<file path="src/rtl/fft_pkg.sv">
// rtl/fft_pkg.sv - shared FFT sizing, control-state type and bit-reverse helper
package fft_pkg;

  localparam int FFT_N          = 16;
  localparam int FFT_ADDR_W     = 4;
  localparam int FFT_DATA_W     = 16;
  localparam int FFT_MAX_ADDR_W = 16;

  typedef enum logic [1:0] {
    ST_IDLE  = 2'd0,
    ST_READ  = 2'd1,
    ST_DRAIN = 2'd2
  } fft_state_t;

  // Reverses the low 'width' bits of value; bits at and above 'width' come back zero.
  function automatic logic [FFT_MAX_ADDR_W-1:0] bit_reverse(
    input logic [FFT_MAX_ADDR_W-1:0] value,
    input int                        width
  );
    logic [FFT_MAX_ADDR_W-1:0] rev;
    rev = '0;
    for (int i = 0; i < FFT_MAX_ADDR_W; i++) begin
      if (i < width) begin
        rev[i] = value[width-1-i];
      end
    end
    return rev;
  endfunction

endpackage

</file>
<file path="src/rtl/fft_output_reader_if.sv">
// rtl/fft_output_reader_if.sv - natural-order bin stream leaving the FFT output reader
interface fft_output_reader_if
  import fft_pkg::*;
#(
  parameter int ADDR_W = FFT_ADDR_W,
  parameter int DATA_W = FFT_DATA_W
);

  logic                  out_valid;
  logic                  out_ready;
  logic [2*DATA_W-1:0]   out_data;
  logic [ADDR_W-1:0]     out_index;
  logic                  out_last;

  modport master (
    output out_valid,
    output out_data,
    output out_index,
    output out_last,
    input  out_ready
  );

  modport slave (
    input  out_valid,
    input  out_data,
    input  out_index,
    input  out_last,
    output out_ready
  );

endinterface

</file>
<file path="src/rtl/fft_skid_fifo.sv">
// rtl/fft_skid_fifo.sv - two-entry synchronous FIFO with registered head and occupancy
module fft_skid_fifo #(
  parameter int WIDTH = 8
) (
  input  logic             clk,
  input  logic             reset,
  input  logic             push,
  input  logic [WIDTH-1:0] push_data,
  input  logic             pop,
  output logic [WIDTH-1:0] head_data,
  output logic             head_valid,
  output logic [1:0]       occupancy
);

  logic [WIDTH-1:0] slot [2];
  logic             wr_ptr;
  logic             rd_ptr;
  logic             push_ok;
  logic             pop_ok;

  // A push into a full FIFO is only taken when the head leaves in the same cycle.
  assign pop_ok  = pop && (occupancy != 2'd0);
  assign push_ok = push && ((occupancy != 2'd2) || pop_ok);

  always_ff @(posedge clk) begin
    if (!reset) begin
      slot[0]   <= '0;
      slot[1]   <= '0;
      wr_ptr    <= 1'b0;
      rd_ptr    <= 1'b0;
      occupancy <= 2'd0;
    end else begin
      if (push_ok) begin
        slot[wr_ptr] <= push_data;
        wr_ptr       <= ~wr_ptr;
      end
      if (pop_ok) begin
        rd_ptr <= ~rd_ptr;
      end
      occupancy <= occupancy + 2'(push_ok) - 2'(pop_ok);
    end
  end

  assign head_data  = slot[rd_ptr];
  assign head_valid = (occupancy != 2'd0);

endmodule

</file>
<file path="src/rtl/fft_output_reader.sv">
// rtl/fft_output_reader.sv - unloads a bit-reversed FFT result memory as a natural-order stream
module fft_output_reader
  import fft_pkg::*;
#(
  parameter int N      = FFT_N,
  parameter int ADDR_W = FFT_ADDR_W,
  parameter int DATA_W = FFT_DATA_W
) (
  input  logic                clk,
  input  logic                reset,
  input  logic                start,
  output logic                busy,
  output logic                mem_rd_en,
  output logic [ADDR_W-1:0]   mem_addr,
  input  logic [2*DATA_W-1:0] mem_rd_data,
  fft_output_reader_if.master out,
  output logic                done
);

  localparam int                ENTRY_W  = 2*DATA_W + ADDR_W + 1;
  localparam logic [ADDR_W-1:0] LAST_IDX = ADDR_W'(N-1);

  fft_state_t          state;
  logic [ADDR_W-1:0]   rd_cnt;
  logic                pend_valid;
  logic [ADDR_W-1:0]   pend_idx;
  logic [ENTRY_W-1:0]  push_entry;
  logic [ENTRY_W-1:0]  head_entry;
  logic                head_valid;
  logic                head_last;
  logic [1:0]          occupancy;
  logic                pop;
  logic [2:0]          committed;
  logic                issue;

  assign busy = (state != ST_IDLE);
  assign pop  = head_valid && out.out_ready;

  // Entries already owed to the FIFO; a new read lands one cycle after issue,
  // so allowing committed < 2 keeps the FIFO within two entries at full rate.
  assign committed = 3'(occupancy) + 3'(pend_valid) - 3'(pop);
  assign issue     = reset && (state == ST_READ) && (committed < 3'd2);

  assign mem_rd_en = issue;
  assign mem_addr  = issue ? ADDR_W'(bit_reverse(FFT_MAX_ADDR_W'(rd_cnt), ADDR_W)) : '0;

  assign push_entry = {(pend_idx == LAST_IDX), pend_idx, mem_rd_data};

  fft_skid_fifo #(
    .WIDTH(ENTRY_W)
  ) u_fifo (
    .clk        (clk),
    .reset      (reset),
    .push       (pend_valid),
    .push_data  (push_entry),
    .pop        (pop),
    .head_data  (head_entry),
    .head_valid (head_valid),
    .occupancy  (occupancy)
  );

  assign {head_last, out.out_index, out.out_data} = head_entry;
  assign out.out_last  = head_last;
  assign out.out_valid = head_valid;

  // Clearing pend_valid on reset drops any read still returning from memory.
  always_ff @(posedge clk) begin
    if (!reset) begin
      state      <= ST_IDLE;
      rd_cnt     <= '0;
      pend_valid <= 1'b0;
      pend_idx   <= '0;
      done       <= 1'b0;
    end else begin
      pend_valid <= issue;
      pend_idx   <= rd_cnt;
      done       <= pop && head_last;
      case (state)
        ST_IDLE: begin
          if (start) begin
            state  <= ST_READ;
            rd_cnt <= '0;
          end
        end
        ST_READ: begin
          if (issue) begin
            if (rd_cnt == LAST_IDX) begin
              state <= ST_DRAIN;
            end else begin
              rd_cnt <= rd_cnt + ADDR_W'(1);
            end
          end
        end
        ST_DRAIN: begin
          if (pop && head_last) begin
            state  <= ST_IDLE;
            rd_cnt <= '0;
          end
        end
        default: state <= ST_IDLE;
      endcase
    end
  end

endmodule

</file>
<file path="src/flat_wrapper.sv">
// flat-port wrapper written by rule: the top's interface ports become plain ports
module fft_output_reader_flat import fft_pkg::*;
#(
  parameter int N      = FFT_N,
  parameter int ADDR_W = FFT_ADDR_W,
  parameter int DATA_W = FFT_DATA_W
)
  (clk, reset, start, busy, mem_rd_en, mem_addr, mem_rd_data, done, out_out_valid, out_out_data, out_out_index, out_out_last, out_out_ready);
  fft_output_reader_if #(.ADDR_W(ADDR_W), .DATA_W(DATA_W)) out_i ();
  input  logic clk;
  input  logic reset;
  input  logic start;
  output logic busy;
  output logic mem_rd_en;
  output logic [ADDR_W-1:0] mem_addr;
  input  logic [2*DATA_W-1:0] mem_rd_data;
  output logic done;
  output wire logic [$bits(out_i.out_valid)-1:0] out_out_valid;
  output wire logic [$bits(out_i.out_data)-1:0] out_out_data;
  output wire logic [$bits(out_i.out_index)-1:0] out_out_index;
  output wire logic [$bits(out_i.out_last)-1:0] out_out_last;
  input wire logic [$bits(out_i.out_ready)-1:0] out_out_ready;
  assign out_out_valid = out_i.out_valid;
  assign out_out_data = out_i.out_data;
  assign out_out_index = out_i.out_index;
  assign out_out_last = out_i.out_last;
  assign out_i.out_ready = out_out_ready;
  fft_output_reader #(.N(N), .ADDR_W(ADDR_W), .DATA_W(DATA_W)) u_core (.clk(clk), .reset(reset), .start(start), .busy(busy), .mem_rd_en(mem_rd_en), .mem_addr(mem_addr), .mem_rd_data(mem_rd_data), .out(out_i), .done(done));
endmodule
</file>
<file path="config.mk">
export PLATFORM = sky130hd
export DESIGN_NAME = fft_output_reader_flat
export DESIGN_NICKNAME = d
export VERILOG_FILES = /design/src/rtl/fft_pkg.sv /design/src/rtl/fft_output_reader_if.sv /design/src/rtl/fft_skid_fifo.sv /design/src/rtl/fft_output_reader.sv /design/src/flat_wrapper.sv
export SDC_FILE = /design/constraint.sdc
export NUM_CORES = 1
export LEC_CHECK = 0
export CORE_MARGIN = 2
export CORE_UTILIZATION = 30
export CTS_BUF_LIST = sky130_fd_sc_hd__clkbuf_8
export CTS_CLUSTER_SIZE = 20
export DETAILED_ROUTE_END_ITERATION = 12
export SYNTH_ARGS = -nofsm -noshare
export SYNTH_HDL_FRONTEND = slang
export SYNTH_SLANG_ARGS = --single-unit
</file>
<file path="constraint.sdc">
create_clock -name clk -period 5.1 [get_ports clk]
set_input_delay 0.765 -clock clk [delete_from_list [all_inputs] [get_ports clk]]
set_output_delay 0.765 -clock clk [all_outputs]
set_load 0.02 [all_outputs]
</file>
==> results of run 1 <==
power breakdown:
group,leakage (nW),internal (mW),switching (mW)
sequential,0.907,0.904,0.0759
clock,0.0923,0.220,0.246
combinational,0.897,0.334,0.297
total,1.90,1.46,0.620
cell usage after synthesis (4+ instances only):
library cell / n
sky130_fd_sc_hd__o21ai_0: 4
sky130_fd_sc_hd__edfxtp_1: 74
sky130_fd_sc_hd__dfxtp_1: 17
sky130_fd_sc_hd__nor2_1: 8
sky130_fd_sc_hd__nand2_1: 9
sky130_fd_sc_hd__inv_1: 7
sky130_fd_sc_hd__ha_1: 4
sky130_fd_sc_hd__mux2_2: 36
sky130_fd_sc_hd__buf_2: 5
sky130_fd_sc_hd__and2_4: 4
sky130_fd_sc_hd__and2_1: 75
sky130_fd_sc_hd__buf_6: 7
logic make-up after synthesis:
kind of cell / count (synthesis) / synth area share
flip-flops: 91 / 0.637
AND/OR/NAND/NOR: 114 / 0.175
AO/OA/AOI/OAI: 13 / 0.0233
XOR/XNOR: 4 / 0.00871
adder cells (fa/ha/maj): 5 / 0.0174
multiplexers: 37 / 0.105
buffers and inverters: 21 / 0.0342
through the flow:
stage / cell area, um^2 / hold WS (ns) / instances
final: 5170 / 0.496 / 547
after global routing: 5170 / 0.527 / 547
after CTS: 5170 / 0.488 / 547
after detailed placement: 4980 / 0.478 / 532
after global placement: 4980 / 0.465 / 532
after floorplan: 4020 / 0.447 / 285
sequential cells by signal, summed over array words and instances (netlist names), named ones only:
name	flops
u_core.u_fifo.slot	74
u_core.pend_idx	4
u_core.rd_cnt	4
u_core.state	2
u_core.u_fifo.occupancy	2
u_core.done	1
u_core.pend_valid	1
u_core.u_fifo.rd_ptr	1
u_core.u_fifo.wr_ptr	1
worst max-delay path, stage by stage:
cell and delay, ns:
sky130_fd_sc_hd__clkdlybuf4s50_1 0.53, sky130_fd_sc_hd__o21a_1 0.27, sky130_fd_sc_hd__ha_1 0.26, sky130_fd_sc_hd__nand2b_1 0.15
sky130_fd_sc_hd__fa_1 0.38, sky130_fd_sc_hd__xnor2_1 0.22, sky130_fd_sc_hd__and3_1 0.31, sky130_fd_sc_hd__and2_1 0.17
sky130_fd_sc_hd__clkdlybuf4s50_1 0.60
cell usage in the layout (no fill, tap or decap), drive strengths merged, types with 2 or more instances in the layout:
cell type,Yosys,routed
o21ai,6,6
and2,79,79
dfxtp,17,17
and3,2,2
clkinv,0,2
nand2,9,9
a32oi,2,2
ha,4,4
clkdlybuf4s50,0,80
nor3,2,2
xnor2,3,3
edfxtp,74,74
nand3,3,3
mux2,37,37
buf,12,3
inv,9,10
clkbuf,0,9
clkinvlp,0,2
nand4,3,3
nor2,9,9
layout make-up:
type                            instances  area (um^2)
Fill cell                            1271         8020
Sequential cell                        91         2560
Multi-Input combinational cell        173         1340
Timing Repair Buffer                   83          823
Tap cell                              176          220
Clock buffer                            9          124
Clock inverter                          6         58.8
Inverter                                9         33.8
metal layers:
metal / wire [um] / vias to the layer above
met5: 0 / -
met4: 153 / 0
met3: 360 / 13
met2: 3730 / 70
met1: 3810 / 1159
li1: - / 1157
final timing paths:
path	slack, ns	cells past startpoint	endpoint
max	0.68	9	mem_addr[1]
min	0.50	1	u_core.state[0]
max reg2reg	2.59	8	u_core.state[0]
min reg2reg	0.50	1	u_core.state[0]
==> impl_metrics.prom, run 1 <==
# TYPE chip_impl_metric gauge
chip_impl_metric{name="totalPowerFinal",unit="mW"} 2.08
chip_impl_metric{name="worst-path-max-fanout",unit=""} 8
chip_impl_metric{name="drt_iter0_markers",unit=""} 97
chip_impl_metric{name="skew",unit="ns"} 0.00796
chip_impl_metric{name="final_layout_size_suffix_gt1_frac",unit=""} 0.183
chip_impl_metric{name="place.detailed.hpwl",unit="um"} 4890
chip_impl_metric{name="grt_pass1_wl",unit="um"} 12700
chip_impl_metric{name="power.leakage",unit="nW"} 1.90
chip_impl_metric{name="worstSkewPairLatency",unit="ns"} 0.36
chip_impl_metric{name="area.growth.synth_to_final",unit="%"} 28.5
chip_impl_metric{name="placementRows",unit=""} 42
chip_impl_metric{name="track_usage",unit=""} 0.117
chip_impl_metric{name="grt_start_max_net_pins",unit=""} 38
chip_impl_metric{name="nets",unit=""} 408
chip_impl_info{name="hold_path.startpoint",value="u_core.state[1]"} 1
chip_impl_metric{name="design.core.area",unit="mm^2"} 0.0132
chip_impl_metric{name="viasPerCell",unit=""} 4.39
chip_impl_metric{name="post_cts_resized",unit=""} 0
chip_impl_metric{name="worst_ep_arrival_time",unit="ns"} 3.65
chip_impl_metric{name="detailedRoute.firstPassIterationCount",unit=""} 4
chip_impl_metric{name="finish.utilization",unit=""} 0.392
chip_impl_info{name="setup.worst_path.class",value="in2out"} 1
chip_impl_info{name="timing.critical_path.from_type",value="input pin"} 1
chip_impl_metric{name="synth_edf_count",unit=""} 74
chip_impl_info{name="synth_largest_area_cell",value="sky130_fd_sc_hd__edfxtp_1"} 1
chip_impl_metric{name="synth_seq_cells",unit=""} 91
chip_impl_metric{name="finalWirelength",unit="um"} 8060
chip_impl_metric{name="slew_headroom",unit=""} 0.351
chip_impl_metric{name="post-place-ws",unit="ns"} 0.677
chip_impl_info{name="worst_min_delay_path_category",value="reg2reg"} 1
chip_impl_metric{name="final.period_utilization",unit=""} 0.866
chip_impl_metric{name="globalRouteMet2Util",unit=""} 0.188
chip_impl_metric{name="die-width",unit="um"} 120
chip_impl_metric{name="grt_pass1_vias",unit=""} 2449
chip_impl_info{name="tritoncts",value="done"} 1
chip_impl_metric{name="detail_route.drc_violations",unit=""} 0
chip_impl_metric{name="initial_utilization",unit=""} 0.305
chip_impl_metric{name="syn-cell-area",unit="mm^2"} 0.00402
chip_impl_metric{name="routed_wire_length_per_instance",unit="um"} 14.7
chip_impl_metric{name="setup-tns-final",unit="ns"} 0
chip_impl_metric{name="h-tree-depth",unit=""} 3
chip_impl_metric{name="timing_worst_slew_pin_value",unit="ns"} 0.973
chip_impl_metric{name="synth_top_area_frac",unit=""} 0.553
chip_impl_metric{name="netlist_instances",unit=""} 285
chip_impl_metric{name="cts_made_buffers",unit=""} 9
chip_impl_metric{name="postSynthNetCount",unit=""} 326
chip_impl_metric{name="antenna_left",unit=""} 0
chip_impl_metric{name="postCtsSetupRepairBufs",unit=""} 0
chip_impl_info{name="run_status",value="completed"} 1
chip_impl_metric{name="power_density",unit="mW/mm^2"} 402
chip_impl_metric{name="setup_ws",unit="ns"} 0.682
chip_impl_metric{name="grt_util_met1",unit=""} 0.148
chip_impl_info{name="worstReg2RegStart",value="u_core.u_fifo.occupancy[1]"} 1
chip_impl_metric{name="asyncSetResetFlopFracSynth",unit=""} 0
chip_impl_metric{name="ioPinCount",unit=""} 81
chip_impl_info{name="grt_setup_unrepaired",value="no"} 1
chip_impl_info{name="worstSetupEndpointType",value="output port"} 1
chip_impl_metric{name="globalRouteOverflowTotal",unit=""} 0
chip_impl_metric{name="maxCapViolations",unit=""} 0
chip_impl_metric{name="cts_hold_repair.buffers",unit=""} 0
chip_impl_metric{name="timing.fmax",unit="MHz"} 226
chip_impl_info{name="top_usage_layer_grt",value="met2"} 1
chip_impl_metric{name="vias",unit=""} 2399
chip_impl_metric{name="sequential_element_share_of_the_synthesized_area",unit=""} 0.637
chip_impl_metric{name="design.die.area",unit="mm^2"} 0.0143
chip_impl_metric{name="synth_warnings",unit=""} 0
chip_impl_metric{name="clock_tree.buffer_depth",unit=""} 2
chip_impl_metric{name="met3_usage",unit=""} 0.0309
chip_impl_metric{name="cp_data_required_time",unit="ns"} 4.34
chip_impl_metric{name="final.min_clock_period",unit="ns"} 4.42
chip_impl_metric{name="finalHoldViolations",unit=""} 0
chip_impl_metric{name="synth.lib_cells_used.distinct",unit=""} 37
chip_impl_info{name="yosys_most_used_dff",value="sky130_fd_sc_hd__edfxtp_1"} 1
chip_impl_metric{name="fp.dieH",unit="um"} 120
chip_impl_metric{name="antenna_found_initial",unit=""} 0
chip_impl_info{name="clock_tree.root_cell",value="sky130_fd_sc_hd__clkbuf_8"} 1
chip_impl_metric{name="mean_area_per_synthesized_cell",unit="um^2"} 14.1
chip_impl_metric{name="max-vdd-ir-drop",unit="uV"} 178
chip_impl_metric{name="clkSinkCount",unit=""} 91
chip_impl_metric{name="portBuffers",unit=""} 80
chip_impl_metric{name="slew_viol_final",unit=""} 0
chip_impl_info{name="post_synth_main_area_contributors",value="sky130_fd_sc_hd__edfxtp_1, sky130_fd_sc_hd__and2_1, sky130_fd_sc_hd__mux2_2"} 1
chip_impl_metric{name="worst_setup_hold_path_clk_slew",unit="ns"} 0.08
chip_impl_metric{name="gp_routability_congestion",unit=""} 0.809
chip_impl_metric{name="timing.final.setup_violations",unit=""} 0
chip_impl_metric{name="antenna_cells",unit=""} 0
chip_impl_info{name="crit_start",value="out_out_ready"} 1
Power figures use the tool's default switching activity.
==> run 2, diff against run 1 <==
==> constraint.sdc (replaced) <==
create_clock -name clk -period 5.1 [get_ports clk]
set_input_delay 0.51 -clock clk [delete_from_list [all_inputs] [get_ports clk]]
set_output_delay 0.51 -clock clk [all_outputs]
set_load 0.02 [all_outputs]
==> run 2 against run 1 <==
  * Sequential share of layout area is 0.55 points lower
  * Largest power group unchanged
  * Non-clock buffer count stayed put
  * Hold slack worse by 0.0066 ns
  * Critical path type unchanged
  * Final cell count is 0.18% higher
  * Count of clock-buffer cells in the layout stayed put
  * Via count is 0.54% higher
  * Flip-flop and latch count stayed put
  * Largest cell class unchanged
==> impl_metrics.prom, run 2 (same netlist as run 1, synthesis figures left out) <==
# TYPE chip_impl_metric gauge
chip_impl_info{name="run_status",value="completed"} 1
chip_impl_metric{name="placementRows",unit=""} 42
chip_impl_info{name="reg.largest.list",value="u_core.u_fifo.slot x74, u_core.pend_idx x4, u_core.rd_cnt x4"} 1
chip_impl_metric{name="postCtsSetupRepairBufs",unit=""} 0
chip_impl_metric{name="timing.fmax",unit="MHz"} 255
chip_impl_metric{name="setup-tns-final",unit="ns"} 0
chip_impl_metric{name="final_layout_size_suffix_gt1_frac",unit=""} 0.185
chip_impl_metric{name="viasPerCell",unit=""} 4.40
chip_impl_metric{name="drt_iter0_markers",unit=""} 112
chip_impl_metric{name="dpl.cell_count",unit=""} 532
chip_impl_metric{name="final.min_clock_period",unit="ns"} 3.92
chip_impl_metric{name="setup_ws",unit="ns"} 1.18
chip_impl_info{name="regMostFlops",value="u_core.u_fifo.slot"} 1
chip_impl_metric{name="cts_made_buffers",unit=""} 9
chip_impl_metric{name="fillCellCount",unit=""} 1253
chip_impl_metric{name="area.growth.synth_to_final",unit="%"} 29.9
chip_impl_info{name="worstSetupEndpointType",value="output port"} 1
chip_impl_metric{name="track_usage",unit=""} 0.115
chip_impl_metric{name="post_cts_resized",unit=""} 0
chip_impl_metric{name="grt_pass1_vias",unit=""} 2496
chip_impl_info{name="cpMaxStageDelayCell",value="sky130_fd_sc_hd__clkdlybuf4s50_1"} 1
chip_impl_metric{name="globalRouteOverflowTotal",unit=""} 0
chip_impl_metric{name="power.leakage",unit="nW"} 1.93
chip_impl_metric{name="cp_data_required_time",unit="ns"} 4.59
chip_impl_metric{name="h-tree-depth",unit=""} 3
chip_impl_metric{name="gp_routability_congestion",unit=""} 0.802
chip_impl_metric{name="slew_headroom",unit=""} 0.275
chip_impl_metric{name="grt_pass1_wl",unit="um"} 12400
chip_impl_info{name="crit_start",value="out_out_ready"} 1
chip_impl_metric{name="vias",unit=""} 2412
chip_impl_metric{name="fp.dieH",unit="um"} 120
chip_impl_info{name="setup.worst_path.class",value="in2out"} 1
chip_impl_metric{name="timing_worst_slew_pin_value",unit="ns"} 1.08
chip_impl_metric{name="design.core.area",unit="mm^2"} 0.0132
chip_impl_metric{name="detailedRoute.firstPassIterationCount",unit=""} 4
chip_impl_metric{name="finalHoldWorstSlack",unit="ns"} 0.489
chip_impl_metric{name="detail_route.drc_violations",unit=""} 0
chip_impl_metric{name="worst-path-max-fanout",unit=""} 8
chip_impl_metric{name="max-vdd-ir-drop",unit="uV"} 205
chip_impl_metric{name="post-place-ws",unit="ns"} 1.19
chip_impl_metric{name="power_density",unit="mW/mm^2"} 419
chip_impl_metric{name="worst_ep_arrival_time",unit="ns"} 3.41
chip_impl_info{name="crit_chain",value="clkdlybuf4s50_1, o21a_1, ha_1, nand2b_1, fa_1, and2_1, and3_1, and2_1, clkdlybuf4s50_1"} 1
chip_impl_metric{name="totalPowerFinal",unit="mW"} 2.19
chip_impl_info{name="delay_heaviest_family_cp",value="buffers and inverters"} 1
chip_impl_metric{name="die-width",unit="um"} 120
chip_impl_metric{name="nets",unit=""} 408
chip_impl_metric{name="routed_wire_length_per_instance",unit="um"} 14.5
chip_impl_metric{name="finalHoldViolations",unit=""} 0
chip_impl_info{name="worstReg2RegStart",value="u_core.u_fifo.occupancy[0]"} 1
chip_impl_info{name="mostFrequentLayoutCell",value="sky130_fd_sc_hd__clkdlybuf4s50_1"} 1
chip_impl_metric{name="slew_viol_final",unit=""} 0
chip_impl_metric{name="portBuffers",unit=""} 80
chip_impl_metric{name="post_dp_cell_area",unit="mm^2"} 0.00498
chip_impl_metric{name="final.period_utilization",unit=""} 0.768
chip_impl_info{name="hold_path.startpoint",value="u_core.state[1]"} 1
chip_impl_metric{name="grt_start_max_net_pins",unit=""} 38
chip_impl_info{name="grt_setup_unrepaired",value="no"} 1
chip_impl_metric{name="worstSkewPairLatency",unit="ns"} 0.36
chip_impl_metric{name="timing.final.setup_violations",unit=""} 0
chip_impl_metric{name="cp_num_buf_inv",unit=""} 2
chip_impl_info{name="clock_tree.root_cell",value="sky130_fd_sc_hd__clkbuf_8"} 1
chip_impl_info{name="timing.critical_path.from_type",value="input pin"} 1
chip_impl_metric{name="layout.cell_area.non_filler",unit="mm^2"} 0.00523
chip_impl_info{name="worst_min_delay_path_category",value="reg2reg"} 1
chip_impl_metric{name="finalWirelength",unit="um"} 7960
chip_impl_metric{name="skew",unit="ns"} 0.00567
chip_impl_metric{name="place.detailed.hpwl",unit="um"} 4850
chip_impl_metric{name="maxCapViolations",unit=""} 0
chip_impl_metric{name="finish.utilization",unit=""} 0.396
chip_impl_metric{name="design.die.area",unit="mm^2"} 0.0143
chip_impl_metric{name="antenna_left",unit=""} 0
chip_impl_info{name="final_cell_mix",value="sky130_fd_sc_hd__clkdlybuf4s50_1, sky130_fd_sc_hd__and2_1, sky130_fd_sc_hd__edfxtp_1, sky130_fd_sc_hd__mux2_2, sky130_fd_sc_hd__dfxtp_1"} 1
chip_impl_metric{name="cts_hold_repair.buffers",unit=""} 0
chip_impl_metric{name="antenna_cells",unit=""} 0
chip_impl_metric{name="cpPeakStageDelay",unit="ns"} 0.60
chip_impl_metric{name="number_of_flip_flops_under_the_largest_register_name",unit=""} 74
chip_impl_metric{name="ioPinCount",unit=""} 81
chip_impl_metric{name="clock_tree.buffer_depth",unit=""} 2
chip_impl_metric{name="antenna_found_initial",unit=""} 0
chip_impl_info{name="tritoncts",value="done"} 1
chip_impl_metric{name="clkSinkCount",unit=""} 91
chip_impl_metric{name="layoutNonFillerInstCount",unit=""} 548
chip_impl_metric{name="worst_setup_hold_path_clk_slew",unit="ns"} 0.09
chip_impl_metric{name="initial_utilization",unit=""} 0.305
[run 2: cell types whose count changed in the layout (fill, tap and decap cells not counted)]
cell | previous run | this run
sky130_fd_sc_hd__clkinvlp_4 | 2 | 0
sky130_fd_sc_hd__clkinv_2 | 2 | 1
sky130_fd_sc_hd__bufinv_16 | 1 | 3
sky130_fd_sc_hd__inv_1 | 8 | 7
sky130_fd_sc_hd__clkinv_4 | 0 | 2
sky130_fd_sc_hd__clkinv_1 | 0 | 1
[run 2: final timing paths]
check               endpoint  slack (ns)  cells after the start
max              mem_addr[2]        1.18                      9
min          u_core.state[0]        0.49                      1
max reg2reg  u_core.state[0]        2.63                      8
min reg2reg  u_core.state[0]        0.49                      1
[run 2: area by class of cell]
cell class	instances	area [um^2]	area share
Tap cell	176	220	0.0421
Timing Repair Buffer	83	823	0.158
Multi-Input combinational cell	173	1340	0.257
Sequential cell	91	2560	0.491
Inverter	9	33.8	0.00647
Clock inverter	7	116	0.0223
Clock buffer	9	124	0.0237
[run 2: power breakdown]
group	internal [mW]	leakage, nW	switching (mW)
sequential	0.904	0.907	0.0763
combinational	0.334	0.897	0.295
clock	0.325	0.121	0.257
[run 2: routing by layer]
| metal | track usage | vias up | part of all wire |
|---|---|---|---|
| li1 | - | 1162 | - |
| met1 | 0.139 | 1171 | 0.46 |
| met2 | 0.190 | 68 | 0.47 |
| met3 | 0.0299 | 11 | 0.048 |
| met4 | 0.0588 | 0 | 0.021 |
| met5 | 0 | - | 0 |
